### config.mk
export PLATFORM = sky130hd
export DESIGN_NAME = eth_tx_frame_ctrl
export DESIGN_NICKNAME = d
export VERILOG_FILES = /design/src/rtl/eth_tx_frame_ctrl.sv
export SDC_FILE = /design/constraint.sdc
export NUM_CORES = 1
export LEC_CHECK = 0
export CORE_ASPECT_RATIO = 0.8
export CORE_MARGIN = 3
export CORE_UTILIZATION = 38
export CTS_CLUSTER_DIAMETER = 30
export DETAILED_ROUTE_END_ITERATION = 12
export GPL_ROUTABILITY_DRIVEN = 0
export PLACE_DENSITY = 0.66
export SLEW_MARGIN = 15
export SYNTH_ARGS = -nofsm -noshare
export SYNTH_HDL_FRONTEND = slang
export SYNTH_SLANG_ARGS = --single-unit
### constraint.sdc
create_clock -name aclk -period 2.7 [get_ports aclk]
set_input_delay 0.27 -clock aclk [delete_from_list [all_inputs] [get_ports aclk]]
set_output_delay 0.27 -clock aclk [all_outputs]
set_load 0.1 [all_outputs]
### src/rtl/eth_tx_frame_ctrl.sv
// Ethernet MAC transmit frame sequencer.
// Starts the preamble/SFD generator, streams AXI-Stream payload into the CRC
// engine and onto a registered GMII byte interface, appends the FCS and
// enforces the inter-frame gap. Payload underflow aborts the frame with
// tx_er and drains the rest of the packet.
// Optional build macro ETH_TX_PAD_EN: when defined, frames shorter than
// MIN_PAYLOAD are zero-padded (PAD state); otherwise they go out unpadded.
module eth_tx_frame_ctrl #(
`ifdef ETH_TX_PAD_EN
    parameter int MIN_PAYLOAD = 60,
`endif
    parameter int IFG_BYTES = 12
) (
    input  logic        aclk,
    input  logic        areset,
    input  logic [7:0]  s_axis_tdata,
    input  logic        s_axis_tvalid,
    output logic        s_axis_tready,
    input  logic        s_axis_tlast,
    output logic        pre_start,
    input  logic        pre_done,
    input  logic [7:0]  pre_data,
    output logic        crc_clear,
    output logic        crc_en,
    output logic [7:0]  crc_data,
    input  logic [31:0] crc_value,
    output logic [7:0]  gmii_txd,
    output logic        gmii_tx_en,
    output logic        gmii_tx_er,
    output logic        busy,
    output logic        frame_done,
    output logic        underflow
);

    localparam int IFG_W = (IFG_BYTES > 1) ? $clog2(IFG_BYTES) : 1;
    localparam logic [IFG_W-1:0] IFG_LAST = IFG_W'(IFG_BYTES - 1);
`ifdef ETH_TX_PAD_EN
    localparam logic [11:0] MIN_LEN = 12'(MIN_PAYLOAD);
`endif

    typedef enum logic [2:0] {
        S_IDLE, S_PREAMBLE, S_PAYLOAD, S_PAD, S_FCS, S_IFG, S_DRAIN
    } state_t;

    state_t           state_q, state_d;
    logic [10:0]      byte_cnt_q, byte_cnt_d;
    logic [IFG_W-1:0] ifg_cnt_q, ifg_cnt_d;
    logic [1:0]       fcs_cnt_q, fcs_cnt_d;
    // Upper three FCS bytes; the low byte goes straight to GMII when latched.
    logic [23:0]      crc_q, crc_d;
    logic [7:0]       txd_q, txd_d;
    logic             tx_en_q, tx_en_d;
    logic             tx_er_q, tx_er_d;
    logic             frame_done_q, frame_done_d;
    logic             underflow_q, underflow_d;

    // Frame length counter saturates instead of wrapping on jumbo frames.
    function automatic logic [10:0] sat_inc(input logic [10:0] v);
        return (v == 11'h7FF) ? v : v + 11'd1;
    endfunction

    assign busy       = (state_q != S_IDLE);
    assign gmii_txd   = txd_q;
    assign gmii_tx_en = tx_en_q;
    assign gmii_tx_er = tx_er_q;
    assign frame_done = frame_done_q;
    assign underflow  = underflow_q;

    // State, counters and the registered GMII/status outputs.
    always_ff @(posedge aclk) begin
        if (areset) begin
            state_q      <= S_IDLE;
            byte_cnt_q   <= '0;
            ifg_cnt_q    <= '0;
            fcs_cnt_q    <= '0;
            crc_q        <= '0;
            txd_q        <= '0;
            tx_en_q      <= 1'b0;
            tx_er_q      <= 1'b0;
            frame_done_q <= 1'b0;
            underflow_q  <= 1'b0;
        end else begin
            state_q      <= state_d;
            byte_cnt_q   <= byte_cnt_d;
            ifg_cnt_q    <= ifg_cnt_d;
            fcs_cnt_q    <= fcs_cnt_d;
            crc_q        <= crc_d;
            txd_q        <= txd_d;
            tx_en_q      <= tx_en_d;
            tx_er_q      <= tx_er_d;
            frame_done_q <= frame_done_d;
            underflow_q  <= underflow_d;
        end
    end

    // Next-state logic, GMII byte mux and the combinational strobes.
    always_comb begin
        state_d       = state_q;
        byte_cnt_d    = byte_cnt_q;
        ifg_cnt_d     = ifg_cnt_q;
        fcs_cnt_d     = fcs_cnt_q;
        crc_d         = crc_q;
        txd_d         = 8'h00;
        tx_en_d       = 1'b0;
        tx_er_d       = 1'b0;
        frame_done_d  = 1'b0;
        underflow_d   = 1'b0;
        s_axis_tready = 1'b0;
        pre_start     = 1'b0;
        crc_clear     = 1'b0;
        crc_en        = 1'b0;
        crc_data      = 8'h00;
        unique case (state_q)
            S_IDLE: begin
                byte_cnt_d = '0;
                ifg_cnt_d  = '0;
                fcs_cnt_d  = '0;
                if (s_axis_tvalid) begin
                    pre_start = 1'b1;
                    crc_clear = 1'b1;
                    state_d   = S_PREAMBLE;
                end
            end
            S_PREAMBLE: begin
                txd_d   = pre_data;
                tx_en_d = 1'b1;
                if (pre_done) state_d = S_PAYLOAD;
            end
            S_PAYLOAD: begin
                s_axis_tready = 1'b1;
                tx_en_d       = 1'b1;
                if (s_axis_tvalid) begin
                    txd_d      = s_axis_tdata;
                    crc_en     = 1'b1;
                    crc_data   = s_axis_tdata;
                    byte_cnt_d = sat_inc(byte_cnt_q);
                    if (s_axis_tlast) begin
`ifdef ETH_TX_PAD_EN
                        if (({1'b0, byte_cnt_q} + 12'd1) < MIN_LEN) state_d = S_PAD;
                        else state_d = S_FCS;
`else
                        state_d = S_FCS;
`endif
                    end
                end else begin
                    // Source starved mid-frame: poison the frame and drop the rest.
                    tx_er_d     = 1'b1;
                    underflow_d = 1'b1;
                    state_d     = S_DRAIN;
                end
            end
`ifdef ETH_TX_PAD_EN
            S_PAD: begin
                tx_en_d    = 1'b1;
                crc_en     = 1'b1;
                byte_cnt_d = sat_inc(byte_cnt_q);
                // Leave on the last pad byte so FCS follows without a gap.
                if (({1'b0, byte_cnt_q} + 12'd1) >= MIN_LEN) state_d = S_FCS;
            end
`endif
            S_FCS: begin
                tx_en_d   = 1'b1;
                fcs_cnt_d = fcs_cnt_q + 2'd1;
                unique case (fcs_cnt_q)
                    2'd0: begin
                        txd_d = crc_value[7:0];
                        crc_d = crc_value[31:8];
                    end
                    2'd1: txd_d = crc_q[7:0];
                    2'd2: txd_d = crc_q[15:8];
                    default: begin
                        txd_d        = crc_q[23:16];
                        frame_done_d = 1'b1;
                        state_d      = S_IFG;
                    end
                endcase
            end
            S_IFG: begin
                ifg_cnt_d = ifg_cnt_q + IFG_W'(1);
                if (ifg_cnt_q == IFG_LAST) begin
                    ifg_cnt_d = '0;
                    state_d   = S_IDLE;
                end
            end
            S_DRAIN: begin
                s_axis_tready = 1'b1;
                if (s_axis_tvalid && s_axis_tlast) state_d = S_IFG;
            end
            default: state_d = S_IDLE;
        endcase
    end

endmodule

==> flow_metrics.tcl <==
set metrics [dict create \
    grt_max_degree 25 \
    grt.total_usage 0.183 \
    synthArstFlopShare 0 \
    fmax_mhz 427 \
    diodes 0 \
    worst_skew_pair.late_latency_ps 300 \
    post-synth-top-area-cell "dfxtp_1" \
    cts_root_buf "clkbuf_8" \
    port_buffers 77 \
    arrival_ps 2070 \
    ys_seq_area_frac 0.408 \
    critical_path_class "flip-flop to primary output" \
    grt.overflow.total 0 \
    place_area_sq_mm 0.00298 \
    worst_pin_slew_ps 625 \
    tritoncts "yes" \
    status "finished clean" \
    drt_iter0_drc 132 \
    vias 2079 \
    end_kind "primary output" \
    critPathMaxFanout 19 \
    syn_nets 325 \
    period_share 0.867 \
    path_clk_slew_ps 80 \
    ys.warnings.count 0 \
    slew_viol_final 0 \
    holdBufCountCts 0 \
    final_common_cell "nand2_1" \
    start_util 0.412 \
    crit_chain "nand2_1, nor3_4, and2_1, buf_12" \
    synth_cell_type_count 41 \
    r2r_setup_slack_ps 810 \
    ctsHtreeMaxLevel 2 \
    synth.avg_cell_area_sq_um 8.08 \
    synth_seq_cells 44 \
    die_w_um 90.3 \
    fp-row-count 23 \
    io_pins 78 \
    vdd_ir_drop_max_mv 0.462 \
    cts_buffer_depth 2 \
    cts_setup_buffers 0 \
    post_cts_resized 0 \
    drive_gt1_frac 0.130 \
    cpLargestDelayFamily "simple AND/OR/NAND/NOR gates" \
    synth_flop_cell "dfxtp_1" \
    finish.instance_area_sq_mm 0.00308 \
    finalSetupTns_ps 0 \
    cp.required_ps 2430 \
    wl_mm 5.86 \
    die_h_um 73.4 \
    die_area_sq_mm 0.00663 \
    max_cap_violations 0 \
    leakagePower_nw 1.12 \
    ant_nets 0 \
    netlist_area_sq_mm 0.00216 \
    critPathLaunch "state_q[1]" \
    grt_pass1_vias 1961 \
    postSynthCellCount 267 \
    whs_ps 458 \
    slowest_delay_ps 730 \
    min_path_type "flip-flop to flip-flop" \
    slew_headroom 0.582 \
    areaGrowthSynthToFinish_pct 42.8 \
    synth_edf_count 0 \
    synth_top_area_frac 0.408 \
    core_area_sq_mm 0.00524 \
    antenna_found_initial 0 \
    fin_util 0.589 \
    grt_pass1_wl_mm 9.56 \
    min_period_ps 2340 \
    final-setup-viol-count 0 \
    power_density_mw_per_mm2 807 \
    finClkSkew_ps 7.81 \
    drc 0 \
    routed_via_density 5.12 \
    numCtsBuffers 5 \
    fillers 509 \
    cts.sinks 44 \
    r2r_start "state_q[2]" \
    min_from "crc_q[10]" \
    dp_hpwl_mm 4.32 \
    layout_common_cells "nand2_1 (60), clkdlybuf4s50_1 (52), dfxtp_1 (44)" \
    synthTopCellsByArea "dfxtp_1 (41%), nand2_1 (10%), a21oi_1 (6.5%)" \
    wl_per_cell_um 14.4 \
    rsz0062_at_grt "no" \
    firstDrtPassIters 5 \
    slowest_stage "dfxtp_1" \
    crit_buf_inv 1 \
    start_kind "flip-flop" \
    finalHoldViolations 0 \
    layout.nets 388 \
]
==> report_power, final <==
part	switching (mW)	leakage, nW	total, mW	internal, mW
clock network	0.221	0.0552	0.495	0.275
registers	0.0729	0.356	0.790	0.718
logic	0.820	0.705	1.20	0.384
total	1.11	1.12	2.49	1.38
==> stage by stage <==
| step | worst slack [ps] | cells | total power, mW |
|---|---|---|---|
| floorplan | 65.1 | 267 | 1.74 |
| global placement | 658 | 398 | 2.00 |
| detailed placement | 580 | 398 | 2.01 |
| CTS | 329 | 406 | 2.50 |
| global route | 183 | 406 | 2.61 |
| finish | 359 | 406 | 2.49 |
==> registers in the layout (all words and copies together), names as in the netlist <==
register	flops
ifg_cnt_q	4
gmii_tx_en	1
fcs_cnt_q	2
frame_done	1
underflow	1
gmii_txd	8
crc_q	24
state_q	3
==> kinds of logic (layout without fill, tap and decap cells) <==
| logic type | after synthesis | in the layout | share of synthesized area |
|---|---|---|---|
| buffers and inverters | 32 | 96 | 0.0806 |
| adders and majority gates | 5 | 5 | 0.0290 |
| muxes | 4 | 4 | 0.0186 |
| AOI/OAI and AO/OA | 76 | 76 | 0.237 |
| and+or+nand+nor | 106 | 106 | 0.227 |
| DFF | 44 | 44 | 0.408 |
==> area by class of cell <==
| type | count | area, sq um | share of cell area |
|---|---|---|---|
| Sequential cell | 44 | 881 | 0.286 |
| Inverter | 7 | 26.3 | 0.00852 |
| Timing Repair Buffer | 81 | 851 | 0.276 |
| Multi-Input combinational cell | 191 | 1120 | 0.364 |
| Clock inverter | 2 | 35.0 | 0.0114 |
| Clock buffer | 6 | 72.6 | 0.0235 |
| Tap cell | 75 | 93.8 | 0.0304 |
==> synth_stat cells (all sizes together), types with 2 or more instances <==
cell    number
nand2       61
nor2b        5
and3         2
nor3         2
a22o         7
inv          6
nor2        14
and2        10
o311ai       2
a222oi       8
a22oi        8
a21oi       28
nand2b       2
buf         18
mux2i        4
a211oi       2
clkbuf       7
dfxtp       44
nor3b        2
ha           5
a311oi       2
nand3        4
o21ai       14
==> tightest hold or removal path: cells and delay by family, from the launching register on <==
kind	cells	cell delay, ps
DFF	1	320
and+or+nand+nor	1	50
AOI/OAI and AO/OA	1	50
==> final timing paths <==
kind	endpoint	cells past startpoint
worst max register to register	crc_q[1]	6
worst min register to register	crc_q[10]	2
worst min-delay path	crc_q[10]	2
worst max-delay path	crc_data[3]	4
==> routing by layer <==
metal	global-route usage	routed length, um	vias up
li1	-	-	1059
met1	0.255	2850	937
met2	0.285	2540	78
met3	0.0420	420	5
met4	0.0509	48	0
met5	0	0	-
No activity file was read; power rests on OpenSTA's default activity.
==> RTL edit 1, RTL diff (same flow settings) <==
Put one more register stage on the output `underflow`, cleared by the reset. The value now appears one clock later. The other outputs are not delayed to match.
--- a/src/rtl/eth_tx_frame_ctrl.sv
+++ b/src/rtl/eth_tx_frame_ctrl.sv
@@ -66,3 +66,9 @@
     assign frame_done = frame_done_q;
-    assign underflow  = underflow_q;
+    always_ff @(posedge aclk) begin
+        if (areset) begin
+            underflow <= '0;
+        end else begin
+            underflow <= underflow_q;
+        end
+    end
 
Behaviour: not the same (a bounded check fails within 4 cycles, from zero or initial values and one cycle with areset high).
==> RTL edit 1 against the original RTL <==
Area after synthesis is 0.52% higher. Utilization rose by 0.53 points. Wire length increased by 0.27%. Sequential cell count rose by 1. Sequential share of layout area rose by 0.23 points. Setup slack improved by 0.27 ns. Total power decreased by 3.7%. Die area grew 0.49%. Register-to-register slack better by 0.10 ns. Design area increased by 1.5%. Non-clock buffer count is 2 higher. Critical path type unchanged. Critical endpoint is now crc_data[4].
==> RTL edit 1: results (changes against the original RTL) <==
* Status: complete, no violations (unchanged)
* Peak VDD IR at 286 uV (was 462 uV)
* Syn_nets at 326 (was 325)
* Met1 Use GR at 24.8% (was 25.5%)
* Post-DP HPWL at 4320 um (about the same)
* Sequential cell count at 45 (was 44)
* Share of layout cells above drive strength 1 at 14.1% (was 13.0%)
* Max Buffers Root-to-Sink at 2 (unchanged)
* Adder-Cell Fraction of Synth Area at 2.88% (was 2.90%)
* TritonRoute pass-1 iters at 4 (was 5)
* Synth cell count leaders: nand2_1, dfxtp_1, a21oi_1 (unchanged)
* Global-route wire length before repair at 9410 um (was 9560 um)
* Critical Path AT at 1.80 ns (was 2.07 ns)
* WL final at 5880 um (was 5860 um)
* Die area at 0.00666 sq mm (was 0.00663 sq mm)
* Max reg flops at 24 (unchanged)
* GR Util met3 at 3.68% (was 4.20%)
* Pre-CTS WS at 0.819 ns (was 0.580 ns)
* FF-to-FF path depth at 4 (was 6)
* Max transition margin at 60.7% (was 58.2%)
* CP Max Fanout at 17 (was 19)
* Met1 Routed Length at 2980 um (was 2850 um)
* Inverters at 6 (was 7)
* Post-synthesis sequential area ratio at 41.5% (was 40.8%)
* Netlist cell types at 39 (was 41)
* Vias in the first global route at 1940 (was 1961)
* Mux contribution to synthesized area at 0.461% (was 1.86%)
* NonClk Buf Share at 27.3% (was 27.6%)
* Via density at 5.21 (was 5.12)
* CP max stage cell: dfxtp_1 (unchanged)
* CP peak stage delay at 0.70 ns (was 0.73 ns)
* Metal2 WL at 2470 um (was 2540 um)
* Layout area overhead at 44.2% (was 42.8%)
* Lkg Pwr at 1.15 nW (was 1.12 nW)
* Placed Cells at 401 (was 398)
* Non-clk bufs at 83 (was 81)
* CP top delay family: flip-flops (was simple AND/OR/NAND/NOR gates)
* Compound-Gate Fraction of Synth Area at 24.2% (was 23.7%)
* # fillers at 483 (was 509)
* DP Area at 0.00299 sq mm (was 0.00298 sq mm)
* GRT Util Overall at 17.7% (was 18.3%)
* Mapped Cells at 268 (was 267)
* Vias at 2130 (was 2079)
* Wire length on met3 at 354 um (was 420 um)
* Synth area leaders: dfxtp_1, nand2_1, a21oi_1, a222oi_1, a2bb2oi_1 (was dfxtp_1, nand2_1, a21oi_1, a222oi_1, and2_1)
* Multi-input gates at 192 (was 191)
* Clk tree area frac at 4.28% (was 3.49%)
* Drt initial violations at 213 (was 132)
* Clock skew at 0.00586 ns (was 0.00781 ns)
* M2 GR Usage at 27.5% (was 28.5%)
RTL edit 1: cell types whose count changed after synthesis, sizes merged, moves of 2 or more:
cell,delta
clkbuf,+2
nor2,+3
a22o,-7
a2bb2oi,+7
mux2i,-3
buf,-2
RTL edit 1: report_power, final:
group | switching [mW] | total [mW] | leakage (nW) | internal [mW]
Combinational | 0.699 | 1.04 | 0.720 | 0.337
Sequential | 0.0445 | 0.761 | 0.363 | 0.717
Clock | 0.233 | 0.600 | 0.0681 | 0.368
Total | 0.976 | 2.40 | 1.15 | 1.42
RTL edit 1: final timing paths:
check	start	end	slack, ns
max	state_q[1]$_SDFFE_PP0P_	crc_data[4]	0.63
min	crc_q[15]$_SDFFE_PP0P_	crc_q[15]$_SDFFE_PP0P_	0.46
max reg2reg	state_q[1]$_SDFFE_PP0P_	ifg_cnt_q[3]$_SDFFE_PP0P_	0.91
min reg2reg	crc_q[15]$_SDFFE_PP0P_	crc_q[15]$_SDFFE_PP0P_	0.46
==> RTL edit 2, RTL diff (same settings) <==
Made on the original files. Build with the macro `ETH_TX_PAD_EN` defined.
--- a/src/rtl/eth_tx_frame_ctrl.sv
+++ b/src/rtl/eth_tx_frame_ctrl.sv
@@ -7,2 +7,4 @@
 // MIN_PAYLOAD are zero-padded (PAD state); otherwise they go out unpadded.
+`define ETH_TX_PAD_EN
+
 module eth_tx_frame_ctrl #(
Formal check against the unedited RTL: not equivalent (a bounded check fails within 4 cycles, from zero or initial values and one cycle with areset high).
==> RTL edit 2 against the original RTL <==
Setup slack improved by 0.24 ns. Sequential cell count increased by 11. Critical path depth increased by 3. Die area increased by 26%. Hold slack improved by 0.0054 ns. Wire length increased by 25%. Final cell count increased by 26%. Count of clock-buffer cells in the layout decreased by 1. Fmax increased by 11%. Area after synthesis increased by 28%. Design area increased by 20%. Total power increased by 13%. Register-to-register slack got worse by 0.19 ns. Largest cell class unchanged.
==> RTL edit 2: results (changes against the original RTL) <==
* Status: complete, no violations (unchanged)
* Synth cell count leaders: nand2_1, dfxtp_1, a21oi_1 (unchanged)
* Reg2Reg Setup Slack at 0.62 ns (was 0.81 ns)
* Syn_nets at 420 (was 325)
* Largest net degree at the start of global routing at 32 (was 25)
* Vias in the first global route at 2416 (was 1961)
* Reg2Reg Launch Point: state_q[1]$_SDFFE_PP0P_ (was state_q[2]$_SDFFE_PP0P_)
* GRT Util Overall at 17.4% (was 18.3%)
* Seq cells post-synth at 55 (was 44)
* Netlist cell types at 51 (was 41)
* Multi-input logic area at 0.00153 sq mm (was 0.00112 sq mm)
* Drt initial violations at 232 (was 132)
* Clock skew at 0.0102 ns (was 0.00781 ns)
* Global-route wire length before repair at 11700 um (was 9560 um)
* Lkg Pwr at 1.33 nW (was 1.12 nW)
* Slew @ Worst Pin at 0.981 ns (was 0.625 ns)
* Post-DP HPWL at 5390 um (was 4320 um)
* RR Endpoint: gmii_txd[0]$_SDFF_PP0_ (was crc_q[1]$_SDFFE_PP0P_)
* Synth area leaders: dfxtp_1, nand2_1, a21oi_1, nor2_1, o21ai_0 (was dfxtp_1, nand2_1, a21oi_1, a222oi_1, and2_1)
* Critical Path AT at 2.35 ns (was 2.07 ns)
* NumNets Final at 483 (was 388)
* Min-delay src: crc_q[0]$_SDFFE_PP0P_ (was crc_q[10]$_SDFFE_PP0P_)
* # fillers at 690 (was 509)
* Peak VDD IR at 466 uV (was 462 uV)
* Post-synthesis sequential area ratio at 39.7% (was 40.8%)
* Share of layout cells above drive strength 1 at 12.0% (was 13.0%)
* Clock transition at path regs at 0.11 ns (was 0.08 ns)
* Clock Latency Late Sink at 0.32 ns (was 0.30 ns)
* Hold_ws at 0.463 ns (was 0.458 ns)
* Sink of the worst hold path: crc_q[0]$_SDFFE_PP0P_ (was crc_q[10]$_SDFFE_PP0P_)
* TritonRoute pass-1 iters at 7 (was 5)
* WL final at 7310 um (was 5860 um)
[RTL edit 2: per-stage QoR]
stage	setup WS, ns	setup TNS, ns	cell area [sq um]	instances
after floorplan	-0.0109	-0.0109	2780	361
after global placement	0.296	0	3610	504
after detailed placement	0.211	0	3610	504
after CTS	0.198	0	3710	512
after global routing	0.394	0	3710	512
final	0.596	0	3710	512
[RTL edit 2: worst max-delay path by stage]
stage / from / endpoint / slack, ns
6_report: s_axis_tvalid / gmii_txd[0]$_SDFF_PP0_ / 0.60
3_5_place_dp: state_q[1]$_SDFFE_PP0P_ / crc_q[8]$_SDFFE_PP0P_ / 0.21
5_1_grt: state_q[2]$_SDFFE_PP0P_ / crc_q[9]$_SDFFE_PP0P_ / 0.39
4_1_cts: state_q[2]$_SDFFE_PP0P_ / crc_q[8]$_SDFFE_PP0P_ / 0.20
3_3_place_gp: state_q[1]$_SDFFE_PP0P_ / crc_q[9]$_SDFFE_PP0P_ / 0.30
2_1_floorplan: state_q[0]$_SDFFE_PP0P_ / pre_start / -0.01
[RTL edit 2: cell families after synthesis]
group | synth area share (%)
AND/OR/NAND/NOR | 26.6
XOR/XNOR | 2.85
adder cells (fa/ha/maj) | 2.71
buffers and inverters | 5.60
AO/OA/AOI/OAI | 21.7
multiplexers | 0.723
flip-flops | 39.7
[RTL edit 2: timing repair]
item,CTS,global route
endpoints found under the hold margin,0,0
setup endpoints to repair,0,24
resized for setup,0,1
[RTL edit 2: final cells by class]
cell class,count,area share (%)
multi-input combinational,272,41.2
sequential,55,29.6
inverter,7,0.708
clock inverter,3,0.708
clock buffer,5,1.85
tap,87,2.93
timing repair buffer,83,23.0
[RTL edit 2: critical path, cell delays in order]
cell	delay, ns
clkdlybuf4s50_1	0.60
inv_1	0.16
nor3_1	0.77
a22oi_1	0.21
nor2_1	0.15
a21oi_1	0.05
nor2_1	0.13
[RTL edit 2: power by group]
group	switching [mW]	internal (mW)	total, mW	leakage [nW]
sequential	0.0507	0.877	0.928	0.444
clock	0.298	0.192	0.490	0.0491
combinational	0.991	0.416	1.41	0.832
[RTL edit 2: per-layer routing]
layer / GRT usage, % / part of all wire, %
met4: 4.91 / 0.75
met3: 4.03 / 7.1
met1: 26.2 / 51
met2: 24.6 / 41
met5: 0 / 0
